**src/rtl/log_pkg.sv**
```systemverilog
// Shared constants and FSM state encoding for the sample-logger readout path.
package log_pkg;
    localparam int LOG_ADDR_WIDTH = 15;
    localparam int LOG_DATA_WIDTH = 32;
    localparam int BYTES_PER_WORD = LOG_DATA_WIDTH / 8;

    typedef enum logic [2:0] {
        IDLE,
        ARM,
        FETCH,
        SEND,
        DONE
    } dump_state_t;

    function automatic int bytes_per_word(input int dw);
        return dw / 8;
    endfunction
endpackage

```
**src/rtl/word_serializer.sv**
```systemverilog
// Loads one logger word and emits it MSB-first as bytes over a valid/ready handshake.
module word_serializer
    import log_pkg::*;
#(
    parameter int DATA_WIDTH = LOG_DATA_WIDTH
) (
    input  logic                  clk,
    input  logic                  i_rst,
    input  logic                  load,
    input  logic [DATA_WIDTH-1:0] load_data,
    input  logic                  ready,
    output logic [7:0]            tx_byte,
    output logic                  valid,
    output logic                  last
);
    localparam int NBYTES = bytes_per_word(DATA_WIDTH);
    localparam int CNT_W  = (NBYTES > 1) ? $clog2(NBYTES) : 1;

    logic [DATA_WIDTH-1:0] shreg;
    logic [CNT_W-1:0]      remain;

    always_ff @(posedge clk) begin
        if (i_rst) begin
            shreg  <= '0;
            valid  <= 1'b0;
            remain <= '0;
        end else if (load) begin
            shreg  <= load_data;
            valid  <= 1'b1;
            remain <= CNT_W'(NBYTES - 1);
        end else if (valid && ready) begin
            shreg <= shreg << 8;
            if (remain == '0) begin
                valid <= 1'b0;
            end else begin
                remain <= remain - 1'b1;
            end
        end
    end

    assign tx_byte = shreg[DATA_WIDTH-1 -: 8];
    // last byte of the word currently on the output
    assign last    = valid && (remain == '0);
endmodule

```
**src/rtl/log_dump_ctrl.sv**
```systemverilog
// Sweeps every logger address and streams each captured word to the UART TX as bytes.
//   state | meaning
//   IDLE  | waiting for a host start command
//   ARM   | read mode requested, logger settling before first address
//   FETCH | address held, waiting RD_LATENCY cycles then capturing the word
//   SEND  | serializer emitting the captured word
//   DONE  | one-cycle done pulse, read mode released
module log_dump_ctrl
    import log_pkg::*;
#(
    parameter int ADDR_WIDTH = LOG_ADDR_WIDTH,
    parameter int DATA_WIDTH = LOG_DATA_WIDTH,
    parameter int RD_LATENCY = 1
) (
    input  logic                  clk,
    input  logic                  i_rst,
    input  logic                  i_start,
    input  logic                  i_mem_full,
    input  logic [DATA_WIDTH-1:0] i_rd_data,
    output logic                  o_read_log,
    output logic [ADDR_WIDTH-1:0] o_rd_addr,
    output logic [7:0]            o_byte,
    output logic                  o_byte_valid,
    input  logic                  i_byte_ready,
    output logic                  o_busy,
    output logic                  o_done,
    output logic                  o_err
);
    localparam int WAIT_W = $clog2(RD_LATENCY + 1);

    dump_state_t           state, state_nxt;
    logic [WAIT_W-1:0]     wait_cnt, wait_nxt;
    logic [ADDR_WIDTH-1:0] addr_nxt;
    logic                  read_log_nxt, busy_nxt, done_nxt, err_nxt;
    logic                  load, ser_last, xfer_last;

    assign load      = (state == FETCH) && (wait_cnt == '0);
    assign xfer_last = ser_last && i_byte_ready;

    word_serializer #(
        .DATA_WIDTH(DATA_WIDTH)
    ) u_ser (
        .clk       (clk),
        .i_rst     (i_rst),
        .load      (load),
        .load_data (i_rd_data),
        .ready     (i_byte_ready),
        .tx_byte   (o_byte),
        .valid     (o_byte_valid),
        .last      (ser_last)
    );

    always_ff @(posedge clk) begin
        if (i_rst) begin
            state      <= IDLE;
            wait_cnt   <= '0;
            o_rd_addr  <= '0;
            o_read_log <= 1'b0;
            o_busy     <= 1'b0;
            o_done     <= 1'b0;
            o_err      <= 1'b0;
        end else begin
            state      <= state_nxt;
            wait_cnt   <= wait_nxt;
            o_rd_addr  <= addr_nxt;
            o_read_log <= read_log_nxt;
            o_busy     <= busy_nxt;
            o_done     <= done_nxt;
            o_err      <= err_nxt;
        end
    end

    always_comb begin
        state_nxt    = state;
        wait_nxt     = wait_cnt;
        addr_nxt     = o_rd_addr;
        read_log_nxt = o_read_log;
        busy_nxt     = o_busy;
        done_nxt     = 1'b0;
        err_nxt      = 1'b0;
        case (state)
            IDLE: begin
                if (i_start) begin
                    if (i_mem_full) begin
                        state_nxt    = ARM;
                        busy_nxt     = 1'b1;
                        read_log_nxt = 1'b1;
                        addr_nxt     = '0;
                    end else begin
                        err_nxt = 1'b1;
                    end
                end
            end
            ARM: begin
                state_nxt = FETCH;
                wait_nxt  = WAIT_W'(RD_LATENCY);
            end
            FETCH: begin
                if (wait_cnt == '0) begin
                    state_nxt = SEND;
                end else begin
                    wait_nxt = wait_cnt - 1'b1;
                end
            end
            SEND: begin
                if (xfer_last) begin
                    if (o_rd_addr == '1) begin
                        state_nxt    = DONE;
                        busy_nxt     = 1'b0;
                        read_log_nxt = 1'b0;
                        done_nxt     = 1'b1;
                        addr_nxt     = '0;
                    end else begin
                        state_nxt = FETCH;
                        addr_nxt  = o_rd_addr + 1'b1;
                        wait_nxt  = WAIT_W'(RD_LATENCY);
                    end
                end
            end
            DONE: begin
                state_nxt = IDLE;
            end
            default: begin
                state_nxt = IDLE;
            end
        endcase
    end
endmodule

```
**config.mk**
```make
export PLATFORM = sky130hd
export DESIGN_NAME = log_dump_ctrl
export DESIGN_NICKNAME = d
export VERILOG_FILES = /design/src/rtl/log_pkg.sv /design/src/rtl/word_serializer.sv /design/src/rtl/log_dump_ctrl.sv
export SDC_FILE = /design/constraint.sdc
export NUM_CORES = 1
export LEC_CHECK = 0
export ABC_AREA = 1
export CORE_ASPECT_RATIO = 0.9
export CORE_MARGIN = 3
export CORE_UTILIZATION = 46
export CTS_CLUSTER_SIZE = 30
export DETAILED_ROUTE_END_ITERATION = 16
export PLACE_DENSITY = 0.76
export SLEW_MARGIN = 20
export SYNTH_ARGS = -nofsm -noshare
export SYNTH_HDL_FRONTEND = slang
export SYNTH_HIERARCHICAL = 1
export SYNTH_SLANG_ARGS = --single-unit
```
**constraint.sdc**
```tcl
create_clock -name clk -period 1.5 [get_ports clk]
set_input_delay 0.3 -clock clk [delete_from_list [all_inputs] [get_ports clk]]
set_output_delay 0.3 -clock clk [all_outputs]
set_load 0.01 [all_outputs]
```
==> results of run 1 <==
## logic make-up (layout without fill, tap and decap cells)
group           after synthesis  after routing  synth area share
flops                        57             57            0.3786
simple gates                261            262            0.3744
fa+ha+maj                     2              2          0.008301
compound gates               53             53            0.1233
buf+inv                      60            166            0.1154
## layer usage
metal,track usage,up-vias,share of wire
met4,0.07831,0,0.027
met2,0.3431,144,0.49
met3,0.05771,27,0.070
met1,0.2432,1494,0.41
met5,0,-,0
li1,-,1582,-
## cell type report
type	instances	area share
clock buffer	9	0.02710
tap	87	0.02382
inverter	30	0.02737
multi-input combinational	317	0.3822
clock inverter	6	0.02354
sequential	57	0.2516
timing repair buffer	119	0.2606
timing repair inverter	2	0.003832
## cells in the mapped netlist (2+ instances only)
cell type / count / area [µm²]
buf_2: 9 / 45.04
nand2_1: 152 / 570.6
nand3_1: 48 / 240.2
buf_4: 12 / 90.09
clkbuf_1: 2 / 7.510
a21oi_1: 23 / 115.1
nor2_1: 35 / 131.4
dfxtp_1: 57 / 1141
a21oi_2: 20 / 175.2
nand4_1: 2 / 12.51
o21ai_0: 3 / 15.01
buf_6: 6 / 67.56
ha_1: 2 / 25.02
inv_1: 29 / 108.9
nor3_1: 4 / 20.02
o21bai_1: 3 / 22.52
a21oi_4: 2 / 32.53
nand2_2: 11 / 68.82
nor2_2: 2 / 12.51
## final timing paths
check / start / endpoint / slack, ns
worst max-delay path: u_ser/remain[1] / o_rd_addr[0] / -0.09
worst min-delay path: i_rst / u_ser/valid / 0.38
worst max register to register: u_ser/remain[1] / o_rd_addr[0] / -0.09
worst min register to register: u_ser/shreg[7] / u_ser/shreg[7] / 0.48
## worst reg2reg max path, delay by kind of cell, from the launching register on
family	cells	cell delay, ns
AO/OA/AOI/OAI	1	0.16
adder cells (fa/ha/maj)	1	0.13
buffers and inverters	4	0.31
flip-flops	1	0.32
AND/OR/NAND/NOR	6	0.57
## where the power goes
part,internal [mW],leakage (nW),total [mW],switching [mW]
combinational,0.404,1.45,0.858,0.455
clock,1.09,0.115,1.73,0.640
sequential,1.55,0.464,1.58,0.0305
total,3.04,2.03,4.17,1.12
## metrics by stage
step | worst slack [ns] | utilization | hold slack, ns | area (µm²)
6_report | -0.08569 | 0.7313 | 0.3798 | 4571
5_1_grt | -0.2422 | 0.7313 | 0.3644 | 4571
3_5_place_dp | -0.3314 | 0.6170 | 0.4677 | 3856
2_1_floorplan | 0.03210 | - | 0.3781 | 3014
4_1_cts | -0.06548 | 0.6749 | 0.3576 | 4218
3_3_place_gp | -0.2851 | 0.6170 | 0.4564 | 3856
## cells in the final DEF, fill, tap and decap left out, types with 4 or more instances in the layout
cell type / instances
dlygate4sd2_1: 26
buf_4: 38
buf_12: 7
clkbuf_8: 9
dfxtp_1: 50
inv_2: 4
nand2_1: 129
clkdlybuf4s50_1: 35
buf_6: 6
nor2_4: 4
dfxtp_2: 7
nand2_2: 25
nor2_2: 11
inv_1: 25
a21oi_2: 22
nor2_1: 23
a21oi_1: 21
nand3_1: 46
nand2_4: 10
## sequential cells by signal, indices dropped and copies added, names as in the netlist
signal,count
o_busy,1
o_done,1
o_err,1
o_rd_addr,15
state,3
u_ser/remain,2
u_ser/shreg,32
u_ser/valid,1
wait_cnt,1
## timing repair
| item | 4_1_cts | 5_1_grt |
|---|---|---|
| resized for setup | 57 | 53 |
| endpoints found under the setup margin | 68 | 47 |
| pin swaps | 8 | 16 |
| gates cloned | 0 | 6 |
| setup buffers | 6 | 11 |
==> flow_summary.yaml, run 1 <==
status:
  status: "finished with violations"
  violations: "negative setup slack"
synth:
  synth_edf_count: 0
  netlist_instances: 433
  synth-async-reset-ratio: 0
  synth_area_um2: 3014
  syn_area_per_cell_um2: 6.961
  synth_seq_cells: 57
  synth_cell_type_count: 30
  synth_fp_nets: 472
  ys.flop_type: "dfxtp_1"
  yosysSeqAreaShare: 0.3786
  ys_warn_count: 6
floorplan:
  floorplan.die.height_um: 82.80
  chipWidth_um: 91.33
  core_area_um2: 6250
  initial_utilization: 0.4823
  pin_count: 65
  die_area_um2: 7561
  rows: 27
detailed_routing:
  drcViolationCount: 0
  drt-initial-drc-count: 276
  vias: 3247
  dr.pass1.iters: 6
  totalWireLength_um: 8973
  antenna_left: 0
  vias_per_cell: 5.179
  avgRoutedWirePerCell_um: 14.31
placed_design:
  place_inst: 589
  routabilityCongestion: 0.7852
  dp_hpwl_um: 4959
  io_buffers: 64
timing:
  fmax_mhz: 630.6
  fin_crit_sh: 1.057
  setup-violations-final: 21
  slew_violations: 0
  rsz0062_at_grt: "yes"
  tightest_slew_ns: 0.3968
  period_needed_ns: 1.586
  maxSlewHeadroom: 0.7355
  worst_clock_skew_ns: 0.004318
  setup_ws_ns: -0.08569
  hold_viol: 0
  fin_tns_setup_ns: -0.6687
cts:
  cts_buffer_depth: 2
  cts.sinks: 57
  path_clk_slew_ns: 0.07
  cts_buffers: 9
  cts_tree: "yes"
  ctsHoldBuffers: 0
  root_buffer: "clkbuf_8"
  clk_latency_ns: 0.34
  htreeDepth: 3
global_route:
  grt_max_degree: 33
  grt_use_total: 0.2011
  overflow: 0
  antenna_found_initial: 0
  grt_pass1_wl_um: 12170
  grt_pass1_vias: 2741
critical_path:
  critical_path_class: "flip-flop to flip-flop"
  critPathMaxStageDelay_ns: 0.32
  worst-path-buf-inv: 4
  cpMostUsedCell: "inv_2"
  path_cells: "inv_2 > ha_4 > nand2_2 > inv_2 > nand2_2 > inv_2 > nand2_4 > buf_4 > nand2_4 > nand2_8 > or2_0 > a21oi_1"
  crit_cells: 12
  worstPathRequired_ns: 1.76
  crit_path_end_kind: "flip-flop"
  crit_fanout: 11
  worstPathArrival_ns: 1.85
  slowest_stage: "dfxtp_2"
  cp-start-kind: "flip-flop"
  reg2reg_depth: 12
  crit_family: "simple AND/OR/NAND/NOR gates"
layout:
  final.fill_count: 471
  multi_input_area_um2: 1747
  register_area_um2: 1150
  antenna_cells: 0
  area_growth_pct: 51.64
  fin_nets: 575
  drive_gt1_frac: 0.3093
  fin_cells: 627
power_and_ir_drop:
  p_total_mw: 4.168
  vdd_drop_max_mv: 0.6187
  p_leak_nw: 2.027
  power_density_nw_per_um2: 912.0
min_path:
  min_path_cells: 2
  hp-class: "input pin to flip-flop"
job:
  maxCapViolCount: 0
No activity file was read; power rests on OpenSTA's default activity.
==> run 2: changes to the inputs <==
--- a/config.mk
+++ b/config.mk
@@ -7,7 +7,6 @@
 export LEC_CHECK = 0
 export ABC_AREA = 1
 export CORE_ASPECT_RATIO = 0.9
-export CORE_MARGIN = 3
 export CORE_UTILIZATION = 46
 export CTS_CLUSTER_SIZE = 30
 export DETAILED_ROUTE_END_ITERATION = 16
==> run 2 against run 1 <==
Effect of this change: hold slack lost 0.0054 ns; clock skew grew 0.0036 ns; clock power shrank 3%; largest cell class unchanged; total power shrank 2.5%; final area shrank 2.0%; setup slack lost 0.043 ns; first-iteration DRC count shrank 18%; die area shrank 9.0%; sequential cell count is the same; the run still ends with negative setup slack left; routed wire length shrank 2.9%.
==> flow_summary.yaml, run 2 (synthesis gave the netlist of run 1 again) <==
layout:
  multi_input_area_um2: 1739
  final.fill_count: 473
  largest_reg_flops: 32
  fin_cells: 624
  antenna_cells: 0
  area_growth_pct: 48.61
  drive_gt1_frac: 0.2886
  mostFrequentLayoutCells: "nand2_1, dfxtp_1, nand3_1"
  fin_nets: 571
  final_common_cell: "nand2_1"
  reg.largest.list: "u_ser/shreg (32), o_rd_addr (15), state (3)"
  top_register: "u_ser/shreg"
  register_area_um2: 1149
placed_design:
  dp_hpwl_um: 4697
  place_inst: 587
  io_buffers: 64
  pre_cts_ws_ns: -0.3343
  routabilityCongestion: 0.8274
global_route:
  antenna_found_initial: 0
  met3_usage: 0.03534
  gr-usage-met1: 0.3107
  grtUsageMet2: 0.3680
  grt_use_total: 0.2345
  grt_pass1_vias: 2760
  overflow: 0
  grt_max_degree: 33
  grt_pass1_wl_um: 12530
  busiest_layer: "met2"
power_and_ir_drop:
  p_total_mw: 4.065
  vdd_drop_max_mv: 0.6593
  p_leak_nw: 1.980
  power_density_nw_per_um2: 907.4
critical_path:
  critPathMaxStageDelay_ns: 0.33
  crit_fanout: 6
  r2r_setup_slack_ns: -0.13
  worstPathRequired_ns: 1.73
  slowest_stage: "dfxtp_2"
  crit_path_end_kind: "flip-flop"
  path_cells: "inv_2 > ha_4 > nand2_2 > inv_2 > nand2_2 > inv_2 > nand2_4 > a21oi_4 > buf_12 > buf_12 > nand2_4 > nor2_1 > nor2_2"
  critical_path_class: "flip-flop to flip-flop"
  worstPathArrival_ns: 1.86
  cp-start-kind: "flip-flop"
  cpMostUsedCell: "inv_2"
timing:
  tightest_slew_ns: 0.4070
  setup-violations-final: 42
  setup_ws_ns: -0.1283
  maxSlewHeadroom: 0.7287
  hold_viol: 0
  worst_clock_skew_ns: 0.007949
  fmax_mhz: 614.1
  slew_violations: 0
  fin_crit_sh: 1.086
  period_needed_ns: 1.628
  rsz0062_at_grt: "yes"
  fin_tns_setup_ns: -2.070
status:
  violations: "negative setup slack"
  status: "finished with violations"
floorplan:
  initial_utilization: 0.4849
  core_area_um2: 6216
  chipWidth_um: 87.33
  floorplan.die.height_um: 78.80
  rows: 27
  pin_count: 65
  die_area_um2: 6881
cts:
  root_buffer: "clkbuf_8"
  path_clk_slew_ns: 0.07
  cts_buffer_depth: 2
  cts.sinks: 57
  cts_tree: "yes"
  htreeDepth: 3
  clk_latency_ns: 0.34
  ctsHoldBuffers: 0
  cts_buffers: 9
detailed_routing:
  vias_per_cell: 5.056
  drt-initial-drc-count: 226
  antenna_left: 0
  dr.pass1.iters: 5
  vias: 3155
  avgRoutedWirePerCell_um: 13.97
  totalWireLength_um: 8717
  drcViolationCount: 0
job:
  maxCapViolCount: 0
min_path:
  hp-class: "input pin to flip-flop"
run 2: changes by cell type in the layout (fill, tap and decap cells not counted), moves of 3 or more:
cell,change
nand2_2,-3
nand2_4,-3
nand2_1,+6
nor2_2,-5
nor2_1,+6
run 2: worst max-delay path: cells and delay by family, from the launching register on:
family,cells,cell delay (ns)
buffers and inverters,5,0.45
and+or+nand+nor,6,0.44
DFF,1,0.33
AOI/OAI and AO/OA,1,0.17
adders and majority gates,1,0.14
run 2: report_power, final:
group / internal, mW / total [mW] / switching [mW] / leakage (nW)
Clock: 1.02 / 1.67 / 0.652 / 0.115
Combinational: 0.379 / 0.810 / 0.431 / 1.40
Sequential: 1.55 / 1.58 / 0.0307 / 0.463
run 2: cell type report:
class                   instances  area share
multi-input cells             318      0.3883
flip-flops and latches         57      0.2564
repair buffers                116      0.2520
clock buffers                  11     0.03380
inverters                      30     0.02793
well taps                      87     0.02430
clock inverters                 5     0.01732
run 2: layer usage:
metal / vias to the layer above / share of wire
li1: 1579 / -
met1: 1463 / 0.43
met2: 97 / 0.49
met3: 16 / 0.052
met4: 0 / 0.023
met5: - / 0
run 2: repair_timing:
item / CTS / global route
gates resized for setup: 51 / 42
buffers inserted: 6 / 13
cloned: 1 / 2
setup endpoints to repair: 68 / 50
pin swaps: 6 / 17
hold endpoints to repair: 0 / 0
run 2: final timing paths:
path                   startpoint             end  depth (start not counted)
setup / recovery  u_ser/remain[0]    o_rd_addr[6]                         13
hold reg to reg    u_ser/shreg[5]  u_ser/shreg[5]                          2
hold / removal              i_rst        state[1]                          2
setup reg to reg  u_ser/remain[0]    o_rd_addr[6]                         13
run 2: through the flow:
stage | hold WS [ns] | utilization | instance area [µm²]
after floorplan | 0.3781 | - | 3014
after global placement | 0.4588 | 0.6200 | 3854
after detailed placement | 0.4598 | 0.6200 | 3854
after CTS | 0.3593 | 0.6751 | 4197
after global routing | 0.3867 | 0.7206 | 4479
final | 0.3744 | 0.7206 | 4479
